File: config.mk
export PLATFORM = sky130hd
export DESIGN_NAME = conv_pe_sched
export DESIGN_NICKNAME = d
export VERILOG_FILES = /design/src/rtl/conv_pe_sched.sv
export SDC_FILE = /design/constraint.sdc
export NUM_CORES = 1
export LEC_CHECK = 0
export ABC_AREA = 1
export CAP_MARGIN = 20
export CORE_MARGIN = 1
export CORE_UTILIZATION = 46
export DETAILED_ROUTE_END_ITERATION = 8
export GPL_TIMING_DRIVEN = 1
export HOLD_SLACK_MARGIN = 0.05
export PLACE_DENSITY = 0.77
export SYNTH_ARGS = -nofsm -noshare
export SYNTH_HDL_FRONTEND = slang
export SYNTH_SLANG_ARGS = --single-unit
File: constraint.sdc
create_clock -name clk -period 1.65 [get_ports clk]
set_input_delay 0.33 -clock clk [delete_from_list [all_inputs] [get_ports clk]]
set_output_delay 0.33 -clock clk [all_outputs]
set_load 0.1 [all_outputs]
File: src/rtl/conv_pe_sched.sv
// rtl/conv_pe_sched.sv - per-pixel, per-channel pass sequencer for one 5x5 conv PE
// Optional perf counters are enabled by defining CONV_PE_SCHED_PERF_EN.
module conv_pe_sched #(
  parameter int CH_W    = 5,
  parameter int PIX_W   = 12,
  parameter int SUM_LAT = 3,
  parameter int PE_LAT  = 5
) (
  input  logic             clk,
  input  logic             reset_n,
  input  logic             start,
  input  logic             abort,
  input  logic [CH_W-1:0]  cfg_num_ch,
  input  logic [PIX_W-1:0] cfg_num_pix,
  input  logic             cfg_relu,
  input  logic             cfg_quan,
  output logic             busy,
  output logic             done,
  output logic             rd_en,
  output logic [PIX_W-1:0] rd_pix,
  output logic [CH_W-1:0]  rd_ch,
  output logic             pe_valid_in,
  output logic [31:0]      pe_psum,
  output logic             pe_relu_en,
  output logic             pe_quan_en,
  input  logic             pe_valid_out,
  input  logic [7:0]       pe_out,
  input  logic [31:0]      pe_sum_out,
  output logic             res_valid,
  input  logic             res_ready,
  output logic [7:0]       res_data,
  output logic [31:0]      res_sum,
`ifdef CONV_PE_SCHED_PERF_EN
  output logic [31:0]      perf_busy_cyc,
  output logic [31:0]      perf_stall_cyc,
  output logic             perf_err,
`endif
  output logic [PIX_W-1:0] res_pix
);

  typedef enum logic [2:0] {
    S_IDLE,
    S_FETCH,
    S_ISSUE,
    S_WAIT_SUM,
    S_WAIT_OUT,
    S_OUTPUT
  } state_t;

  localparam int CNT_W = (SUM_LAT > 1) ? $clog2(SUM_LAT) : 1;
  localparam logic [CNT_W-1:0] SUM_LAST = CNT_W'(SUM_LAT - 1);

  // WAIT_OUT relies on the final valid_out arriving after the sum was captured.
  if (SUM_LAT < 1 || PE_LAT <= SUM_LAT) begin : g_lat_check
    $error("conv_pe_sched: need 1 <= SUM_LAT < PE_LAT");
  end

  state_t           state_q;
  logic [CH_W-1:0]  ch_q;
  logic [CH_W-1:0]  last_ch_q;
  logic [CH_W-1:0]  rd_ch_q;
  logic [PIX_W-1:0] pix_q;
  logic [PIX_W-1:0] last_pix_q;
  logic [PIX_W-1:0] rd_pix_q;
  logic [PIX_W-1:0] res_pix_q;
  logic [31:0]      acc_q;
  logic [31:0]      pe_psum_q;
  logic [31:0]      res_sum_q;
  logic [7:0]       res_data_q;
  logic [CNT_W-1:0] sum_cnt_q;
  logic             busy_q;
  logic             done_q;
  logic             rd_en_q;
  logic             pe_valid_in_q;
  logic             relu_q;
  logic             quan_q;
  logic             res_valid_q;

  logic [CH_W-1:0]  ch_d;
  logic [PIX_W-1:0] pix_d;
  logic             ch_last;
  logic             pix_last;

  assign ch_d     = ch_q + 1'b1;
  assign pix_d    = pix_q + 1'b1;
  assign ch_last  = (ch_q == last_ch_q);
  assign pix_last = (pix_q == last_pix_q);

  always_ff @(posedge clk) begin
    if (!reset_n) begin
      state_q       <= S_IDLE;
      ch_q          <= '0;
      last_ch_q     <= '0;
      rd_ch_q       <= '0;
      pix_q         <= '0;
      last_pix_q    <= '0;
      rd_pix_q      <= '0;
      res_pix_q     <= '0;
      acc_q         <= '0;
      pe_psum_q     <= '0;
      res_sum_q     <= '0;
      res_data_q    <= '0;
      sum_cnt_q     <= '0;
      busy_q        <= 1'b0;
      done_q        <= 1'b0;
      rd_en_q       <= 1'b0;
      pe_valid_in_q <= 1'b0;
      relu_q        <= 1'b0;
      quan_q        <= 1'b0;
      res_valid_q   <= 1'b0;
    end else begin
      done_q        <= 1'b0;
      rd_en_q       <= 1'b0;
      pe_valid_in_q <= 1'b0;
      if (abort) begin
        state_q     <= S_IDLE;
        busy_q      <= 1'b0;
        res_valid_q <= 1'b0;
        relu_q      <= 1'b0;
        quan_q      <= 1'b0;
        pe_psum_q   <= '0;
      end else begin
        case (state_q)
          S_IDLE: begin
            if (start) begin
              pix_q      <= '0;
              ch_q       <= '0;
              acc_q      <= '0;
              pe_psum_q  <= '0;
              last_ch_q  <= (cfg_num_ch == '0) ? '0 : cfg_num_ch - 1'b1;
              last_pix_q <= cfg_num_pix - 1'b1;
              if (cfg_num_pix == '0) begin
                done_q <= 1'b1;
              end else begin
                state_q  <= S_FETCH;
                busy_q   <= 1'b1;
                relu_q   <= cfg_relu;
                quan_q   <= cfg_quan;
                rd_en_q  <= 1'b1;
                rd_pix_q <= '0;
                rd_ch_q  <= '0;
              end
            end
          end
          S_FETCH: begin
            state_q       <= S_ISSUE;
            pe_valid_in_q <= 1'b1;
            pe_psum_q     <= acc_q;
          end
          S_ISSUE: begin
            state_q   <= S_WAIT_SUM;
            sum_cnt_q <= '0;
          end
          S_WAIT_SUM: begin
            if (sum_cnt_q == SUM_LAST) begin
              acc_q <= pe_sum_out;
              if (ch_last) begin
                state_q <= S_WAIT_OUT;
              end else begin
                state_q  <= S_FETCH;
                ch_q     <= ch_d;
                rd_en_q  <= 1'b1;
                rd_pix_q <= pix_q;
                rd_ch_q  <= ch_d;
              end
            end else begin
              sum_cnt_q <= sum_cnt_q + 1'b1;
            end
          end
          S_WAIT_OUT: begin
            // Earlier channels' valid_out pulses land before this state is entered.
            if (pe_valid_out) begin
              res_data_q  <= pe_out;
              res_sum_q   <= acc_q;
              res_pix_q   <= pix_q;
              res_valid_q <= 1'b1;
              state_q     <= S_OUTPUT;
            end
          end
          S_OUTPUT: begin
            if (res_ready) begin
              res_valid_q <= 1'b0;
              if (pix_last) begin
                state_q <= S_IDLE;
                busy_q  <= 1'b0;
                done_q  <= 1'b1;
                relu_q  <= 1'b0;
                quan_q  <= 1'b0;
              end else begin
                state_q  <= S_FETCH;
                pix_q    <= pix_d;
                ch_q     <= '0;
                acc_q    <= '0;
                rd_en_q  <= 1'b1;
                rd_pix_q <= pix_d;
                rd_ch_q  <= '0;
              end
            end
          end
          default: begin
            state_q <= S_IDLE;
            busy_q  <= 1'b0;
          end
        endcase
      end
    end
  end

  assign busy        = busy_q;
  assign done        = done_q;
  assign rd_en       = rd_en_q;
  assign rd_pix      = rd_pix_q;
  assign rd_ch       = rd_ch_q;
  assign pe_valid_in = pe_valid_in_q;
  assign pe_psum     = pe_psum_q;
  assign pe_relu_en  = relu_q;
  assign pe_quan_en  = quan_q;
  assign res_valid   = res_valid_q;
  assign res_data    = res_data_q;
  assign res_sum     = res_sum_q;
  assign res_pix     = res_pix_q;

`ifdef CONV_PE_SCHED_PERF_EN
  logic        start_acc;
  logic [2:0]  outst_q;
  logic [31:0] perf_busy_q;
  logic [31:0] perf_stall_q;
  logic        perf_err_q;

  assign start_acc = (state_q == S_IDLE) && start && !abort;

  // Outstanding count survives start so stragglers from an aborted job are still tracked.
  always_ff @(posedge clk) begin
    if (!reset_n) begin
      outst_q      <= '0;
      perf_busy_q  <= '0;
      perf_stall_q <= '0;
      perf_err_q   <= 1'b0;
    end else begin
      case ({pe_valid_in_q, pe_valid_out})
        2'b10:   outst_q <= outst_q + 1'b1;
        2'b01:   if (outst_q != '0) outst_q <= outst_q - 1'b1;
        default: outst_q <= outst_q;
      endcase
      if (start_acc) begin
        perf_busy_q  <= '0;
        perf_stall_q <= '0;
        perf_err_q   <= 1'b0;
      end else begin
        if (busy_q) perf_busy_q <= perf_busy_q + 32'd1;
        if (state_q == S_OUTPUT && !res_ready) perf_stall_q <= perf_stall_q + 32'd1;
        if (pe_valid_out && outst_q == '0) perf_err_q <= 1'b1;
      end
    end
  end

  assign perf_busy_cyc  = perf_busy_q;
  assign perf_stall_cyc = perf_stall_q;
  assign perf_err       = perf_err_q;
`endif

endmodule

==> results of run 1 <==
## worst max-delay path by stage
stage               slack, ps    endpoint  cells past startpoint
global placement         -450   rd_pix[0]                     13
global route             -320  rd_pix[10]                     13
CTS                      -110     ch_q[3]                     14
finish                   -220  rd_pix[10]                     13
floorplan                  20   acc_q[10]                     12
detailed placement       -530    rd_ch[0]                     12
## cells in the final DEF, fill, tap and decap left out, types with 4 or more instances in the layout
cell type        synthesis  layout
dfxtp_2                  0      11
xnor2_1                  7       7
xor2_1                   8       8
dfxtp_4                  0       5
ha_1                     6       4
nand3_2                 31      33
buf_6                    2      12
clkdlybuf4s50_1          0      63
clkinv_8                 0       5
inv_4                    1       4
nand4_1                  6       6
nor2_2                   7      25
a21oi_1                 85      76
nand2_2                  5      33
clkbuf_16                0      26
a21oi_2                 30      37
dfxtp_1                179     163
a31oi_1                 10       9
nand3_1                 22      18
inv_2                   13      16
buf_4                    1      98
nand2_4                  1       4
nand2_1                238     205
buf_12                   3     124
o21ai_1                  1       5
inv_1                   78      72
inv_8                    0       6
nor2_4                   0       7
nor2_1                 169     144
o21ai_0                 92      85
nand3_4                  3       5
## final cells by class
class | instances | share of cell area [%]
tap | 220 | 2.09
clock buffer | 17 | 3.23
clock inverter | 15 | 1.54
multi-input combinational | 737 | 30.8
inverter | 93 | 2.78
timing repair buffer | 308 | 32.1
sequential | 179 | 27.4
## repair_timing
action,CTS,global route
setup endpoints to repair,75,132
resized for setup,43,107
pin swaps,12,16
gates cloned,1,10
setup buffers,5,14
## cell families after synthesis
group / share of synthesized area (%)
simple gates: 28.0
fa+ha+maj: 0.947
compound gates: 16.1
xor+xnor: 1.66
buf+inv: 8.07
flops: 45.2
## sequential cells by signal, indices dropped and copies added, names as in the netlist, 8 cells and up
signal	count
acc_q	32
last_pix_q	12
pe_psum	32
pix_q	12
rd_pix	12
res_data	8
res_pix	12
res_sum	32
## metrics by stage
stage	util, %	area [um^2]	std cells
6_report	78.9	13200	1569
5_1_grt	78.9	13200	1569
4_1_cts	75.0	12500	1545
3_5_place_dp	70.1	11700	1507
3_3_place_gp	70.1	11700	1507
2_1_floorplan	-	7930	1061
## critical path: cells and delay by family (launching register included)
family	cells	cell delay (ps)
and+or+nand+nor	10	980
buffers and inverters	3	390
DFF	1	380
## metal layers
| metal | vias to the layer above | wire [um] | track usage [%] |
|---|---|---|---|
| met5 | - | 0 | 0 |
| met3 | 94 | 2440 | 7.38 |
| met4 | 0 | 1100 | 14.5 |
| li1 | 3960 | - | - |
| met1 | 4062 | 10400 | 32.1 |
| met2 | 441 | 14100 | 48.0 |
## where the power goes
part           total (uW)  internal (uW)  switching [uW]
clock                4240           2210            2030
sequential           4620           4470             155
combinational        2650           1100            1540
total               11500           7780            3730
==> flow_metrics.tcl, run 1 <==
set metrics [dict create \
    synth_seq_cells 179 \
    cts_hold_buf 0 \
    min_path_cells 4 \
    ys.flop_type "dfxtp_1" \
    grt_pass1_wl_um 39400 \
    cp_cell_sequence "inv_2 -> nand2_1 -> nand2_1 -> nor2_1 -> nand2_1 -> nor2_4 -> nand3_4 -> buf_6 -> nand4_4 -> clkbuf_16 -> nand2_2 -> nand2_1 -> nor2_1" \
    startpoint_type "register" \
    fmax_ghz 0.534 \
    syn_avg_cell_area_um2 7.47 \
    antenna_found_initial 0 \
    fin_crit_ps 1870 \
    status "finished, violations left" \
    r2r-start "pix_q[10]" \
    critical_path_class "reg -> reg" \
    dieArea_um2 17800 \
    fin_crit_sh_pct 113 \
    hold_slack_ps 388 \
    crit_start "pix_q[10]" \
    critPathMostFrequentCell "nand2_1" \
    finalHoldViolations 0 \
    rr_endpoint "rd_pix[10]" \
    cellPowerDensity_nw_per_um2 873 \
    pre_cts_ws_ps -534 \
    total_power_uw 11500 \
    synth_area_um2 7930 \
    rows 47 \
    num-fill-cells 1006 \
    cts.clk_slew.worst_paths_ps 80 \
    setup-violations-final 119 \
    hold_class "in -> reg" \
    htreeDepth 4 \
    diodes 0 \
    syn_inst 1061 \
    ys_top_cells_by_area "dfxtp_1 (45%), nand2_1 (11%), nor2_1 (8.0%)" \
    fin_tns_setup_ps -9990 \
    rrSetupSlack_ps -220 \
    nets 1407 \
    ir_drop_mv 0.831 \
    die_h_um 133 \
    gp_congestion 0.905 \
    cp-end-kind "register" \
    yosys.area.top_type "dfxtp_1" \
    grt_start_max_net_pins 61 \
    ys_async_sr_fraction_pct 0 \
    antenna_left 0 \
    violations "negative setup slack" \
    wl_per_cell_um 17.9 \
    port_buffers 172 \
    yosysMostFrequentCell "nand2_1" \
    cts_root_buf "clkbuf_16" \
    drv_cap 0 \
    overflow 0 \
    p_leak_uw 0.00539 \
    clock_skew_ps 15.2 \
    ys_types 39 \
    layout-drive-gt1-share_pct 35.1 \
    ys_warn_count 0 \
    synthToLayoutAreaGrowth_pct 66.3 \
    slowest_stage "dfxtp_2" \
    cts_tree "done" \
    grt.total_usage_pct 28.1 \
    cp.required_ps 2000 \
    synthTopCellsByCount "nand2_1 (238), dfxtp_1 (179), nor2_1 (169), o21ai_0 (92), a21oi_1 (85)" \
    final-seq-area_um2 3620 \
    min_to "pix_q[7]" \
    drc 0 \
    insertion_delay_ps 450 \
    io_pins 173 \
    initial_core_util_pct 47.5 \
    slew_violations 0 \
    hpwl_um 16900 \
    worst_pin_slew_ps 548 \
    cts.sinks 179 \
    num_vias 8557 \
    syn-num-nets 1132 \
    drt_first_iter_violations 641 \
    worst_slack_ps -222 \
    seq_area_frac_synth_pct 45.2 \
    grt_pass1_vias 8087 \
    min-delay-start "reset_n" \
    core_area_um2 16700 \
    critPathMaxFanout 8 \
    grt_setup_unrepaired "yes" \
    clockBufferDepth 2 \
    first_pass_iters 8 \
    ff2ff_path_depth 13 \
    synth-edff-count 0 \
    synth_top_area_share_pct 45.2 \
    multi_input_area_um2 4060 \
    crit_arrival_ps 2220 \
    die_x_um 133 \
    via_per_inst 5.45 \
    numCtsBuffers 17 \
    cpPeakStageDelay_ps 380 \
    slew_headroom_pct 63.1 \
    drt-total-wl_um 28100 \
]
No activity file was read; power rests on OpenSTA's default activity.
==> run 2: changes to the inputs <==
--- a/config.mk
+++ b/config.mk
@@ -7,6 +7,7 @@
 export LEC_CHECK = 0
 export ABC_AREA = 1
 export CAP_MARGIN = 20
+export CORE_ASPECT_RATIO = 0.8
 export CORE_MARGIN = 1
 export CORE_UTILIZATION = 46
 export DETAILED_ROUTE_END_ITERATION = 8
==> run 2 against run 1 <==
Effect of this change:
- the run still ends with negative setup slack left
- critical endpoint unchanged
- first-iteration DRC count up 27%
- global-route usage is essentially flat
- largest cell class unchanged
- final area grew 1.6%
==> flow_metrics.tcl, run 2 (synthesized netlist as in run 1, its figures left out) <==
set metrics [dict create \
    pre_cts_ws_ps -526 \
    status "finished, violations left" \
    grt_start_max_net_pins 46 \
    final_area_um2 13400 \
    grt.total_usage_pct 28.0 \
    grt_setup_unrepaired "yes" \
    ff2ff_path_depth 12 \
    worst_slack_ps -313 \
    critical_path_class "reg -> reg" \
    first_pass_iters 8 \
    fmax_ghz 0.509 \
    dieArea_um2 17800 \
    port_buffers 172 \
    cellPowerDensity_nw_per_um2 854 \
    nets 1403 \
    antenna_found_initial 0 \
    slew_violations 0 \
    finalHoldViolations 0 \
    clockBufferDepth 2 \
    drt-total-wl_um 29200 \
    drv_cap 0 \
    synthToLayoutAreaGrowth_pct 69.0 \
    via_per_inst 5.54 \
    hpwl_um 16700 \
    grt_pass1_wl_um 38600 \
    hold_class "in -> reg" \
    ir_drop_mv 0.806 \
    cts_root_buf "clkbuf_16" \
    drt_first_iter_violations 814 \
    cts.clk_slew.worst_paths_ps 80 \
    die_h_um 119 \
    crit_arrival_ps 2340 \
    post_dp_cell_area_um2 11700 \
    wl_per_cell_um 18.7 \
    hold_slack_ps 254 \
    fin_crit_ps 1960 \
    grt_pass1_vias 7569 \
    initial_core_util_pct 47.4 \
    p_leak_uw 0.00540 \
    min_path_cells 3 \
    drc 0 \
    fin_tns_setup_ps -10380 \
    total_power_uw 11400 \
    fin_crit_sh_pct 119 \
    r2r-start "pix_q[1]" \
    final_common_cell "nand2_1" \
    die_x_um 149 \
    worst_pin_slew_ps 484 \
    htreeDepth 4 \
    slew_headroom_pct 67.7 \
    rows 42 \
    core_area_um2 16700 \
    critPathMaxFanout 5 \
    cp.required_ps 2020 \
    diodes 0 \
    cts.sinks 179 \
    gp_congestion 0.910 \
    insertion_delay_ps 440 \
    layout-drive-gt1-share_pct 35.7 \
    violations "negative setup slack" \
    cts_tree "done" \
    cp-end-kind "register" \
    setup-violations-final 132 \
    min-delay-start "reset_n" \
    numCtsBuffers 17 \
    clock_skew_ps 11.7 \
    antenna_left 0 \
    min_to "pix_q[0]" \
    mostFrequentLayoutCells "nand2_1 (211), dfxtp_1 (164), nor2_1 (152)" \
    overflow 0 \
    io_pins 173 \
    startpoint_type "register" \
    num_vias 8672 \
    rrSetupSlack_ps -310 \
    num-fill-cells 942 \
    rr_endpoint "rd_pix[10]" \
]
==> run 2: cell types whose count changed in the layout (fill, tap and decap cells not counted), sizes merged <==
cell / change
buf: -7
clkinvlp: +4
clkbuf: +3
clkinv: -2
inv: -2
==> run 2: metrics by stage <==
stage	instances	utilization [%]
after floorplan	1061	-
final	1565	80.2
after global routing	1565	80.2
after CTS	1540	74.4
after detailed placement	1503	69.7
after global placement	1503	69.7
==> run 2: final cells by class <==
class / instances / area [um^2] / share of cell area (%)
clock inverters: 14 / 148 / 1.10
flip-flops and latches: 179 / 3620 / 27.0
clock buffers: 18 / 439 / 3.28
repair inverters: 1 / 8.76 / 0.0654
inverters: 93 / 384 / 2.87
repair buffers: 303 / 4320 / 32.2
well taps: 220 / 275 / 2.06
multi-input cells: 737 / 4210 / 31.4
==> run 2: where the power goes <==
group | leakage [uW] | switching, uW | internal [uW]
sequential | 0.00146 | 171 | 4470
clock | 0.000276 | 1900 | 2170
combinational | 0.00367 | 1610 | 1130
total | 0.00540 | 3680 | 7760
==> run 2: timing repair <==
action / CTS / global route
setup buffers: 3 / 10
setup endpoints to repair: 98 / 140
gates resized for setup: 46 / 165
pin swaps: 2 / 39
hold buffers: 0 / 0
cloned: 2 / 16
==> run 2: worst max path at each step <==
| stage | cells past startpoint | slack, ps | to | startpoint |
|---|---|---|---|---|
| finish | 12 | -310 | rd_pix[10] | pix_q[1] |
| global route | 12 | -430 | rd_pix[10] | pix_q[0] |
| CTS | 11 | -30 | acc_q[7] | state_q[1] |
| detailed placement | 13 | -530 | rd_pix[5] | cfg_num_pix[0] |
| global placement | 13 | -410 | pe_relu_en | cfg_num_pix[0] |
| floorplan | 12 | 20 | acc_q[10] | state_q[2] |
==> run 2: critical path, cell delays in order, from the launching register on <==
cell and delay [ps]:
dfxtp_4 380, ha_2 190, nand2_1 80, nor2_2 180, inv_2 80, nor2_4 140, buf_4 130, nand2_1 80
nand2_1 90, nand2_1 120, o22ai_2 260, nor2_1 80, nor2_1 90
==> run 2: layer usage <==
layer	vias to the layer above	share of wire [%]	GRT usage, %
met5	-	0	0
met4	0	3.2	9.89
met3	96	9.1	6.74
met2	485	48	43.9
met1	4118	40	37.5
li1	3973	-	-
==> variant, RTL diff (settings of run 1) <==
Encoding of `state_t`: now one-hot (6 bits for 6 states).
--- a/src/rtl/conv_pe_sched.sv
+++ b/src/rtl/conv_pe_sched.sv
@@ -40,9 +40,9 @@
 
-  typedef enum logic [2:0] {
-    S_IDLE,
-    S_FETCH,
-    S_ISSUE,
-    S_WAIT_SUM,
-    S_WAIT_OUT,
-    S_OUTPUT
+  typedef enum logic [5:0] {
+    S_IDLE     = 6'b000001,
+    S_FETCH    = 6'b000010,
+    S_ISSUE    = 6'b000100,
+    S_WAIT_SUM = 6'b001000,
+    S_WAIT_OUT = 6'b010000,
+    S_OUTPUT   = 6'b100000
   } state_t;
Formal check against the unedited RTL: no difference found for any inputs over 4 cycles, from zero or initial values and one cycle with reset_n low; so few cycles prove little.
==> variant against run 1 <==
- the run still ends with setup timing left
- worst setup slack worse by 0.051 ns
- non-clock buffer count grew 18
- total power increased by 1.7%
- cell area rose by 5.5%
- area after synthesis increased by 2.4%
- sequential cell count grew 3
- final cell count up 7.8%
- clock power increased by 2%
- count of clock-buffer cells in the layout rose by 2
- wire length is 12% higher
- critical path type unchanged
- largest power group unchanged
==> variant: results (changes against run 1) <==
Result of the run = complete, but fails checks
Violations in the final reports = setup timing
Clock share of power = 0.369 (about the same)
Via count of the first global-routing pass = 8419 (+4.1%)
Fraction of layout cells with a size suffix above 1 = 0.314 (-0.0362)
Maximum number of pins on one net before global-route repair = 64 (+4.9%)
Cell count after placement = 1616 (+7.2%)
Avg Vias per Cell = 5.70 (+4.5%)
Setup WS pre-CTS = -0.621 ns (-0.0878 ns)
Power, Total = 0.0117 W (+1.7%)
Static leakage = 5.82 nW (+8.0%)
Sequential share of the synthesized area = 0.449 (-0.00340)
Via count of the routed design = 9640 (+13%)
Placed wire-length estimate = 16900 µm (-0.26%)
Met1 usage in global routing = 0.343 (+0.0218)
Instance area at placement = 11900 µm² (+1.5%)
Final Setup Violations = 175 (+47%)
Fraction of met3 tracks used by global routing = 0.0826 (+0.00876)
Routed wire length per instance = 18.7 µm (+4.3%)
Total routed wire length on the met1 layer = 11700 µm (+12%)
Distinct cell type count of the synthesized netlist = 37 (-5.1%)
Largest fanout of any net on the critical path = 22 (+14)
Final layout net count = 1523 (+8.2%)
Mapped Avg Cell Area = 6.91 µm² (-7.5%)
Number of resized instances in the post-cts repair step = 64 (+49%)
Setup TNS after final layout = -20.79 ns (-10.80 ns)
Fin worst setup slack = -0.273 ns (-0.0512 ns)
Met2 global-route usage = 0.479 (-0.000937)
DRT iter0 DRCs = 1107 (+73%)
Met2 WL post-DR = 15000 µm (+6.2%)
Worst-case clock skew = 0.0108 ns (-0.00437 ns)
Most area-consuming cells after synthesis = dfxtp_1 (45%), nand2_1 (13%), nor2_1 (7.7%)
Leading cell types by count after synthesis = nand2_1 (276), dfxtp_1 (182), nor2_1 (167), inv_1 (131), a21oi_1 (102)
Post-synth net total = 1245 (+10%)
Peak ir drop on the vdd network = 0.000830 V (-0.12%)
Gp weighted congestion = 0.904 (about the same)
==> variant: path summary, 6_finish.rpt <==
kind | depth (start not counted) | slack, ns | endpoint | startpoint
worst min register to register | 2 | 0.47 | res_sum[20] | acc_q[20]
worst max register to register | 12 | -0.27 | acc_q[4] | state_q[0]
worst min-delay path | 3 | 0.21 | last_pix_q[0] | cfg_num_pix[0]
worst max-delay path | 12 | -0.27 | acc_q[4] | state_q[0]
==> variant: layout make-up <==
class | instances | area, µm²
Timing Repair Buffer | 326 | 4530
Multi-Input combinational cell | 791 | 4270
Sequential cell | 182 | 3670
Fill cell | 901 | 3330
Inverter | 133 | 514
Clock buffer | 19 | 443
Tap cell | 225 | 282
Clock inverter | 13 | 175
Timing Repair inverter | 2 | 15.0
==> variant: cells by family after synthesis <==
group,Yosys count,share of synthesized area
XOR/XNOR,10,0.0108
AO/OA/AOI/OAI,226,0.147
adder cells (fa/ha/maj),5,0.00771
buffers and inverters,202,0.101
AND/OR/NAND/NOR,550,0.285
flip-flops,182,0.449
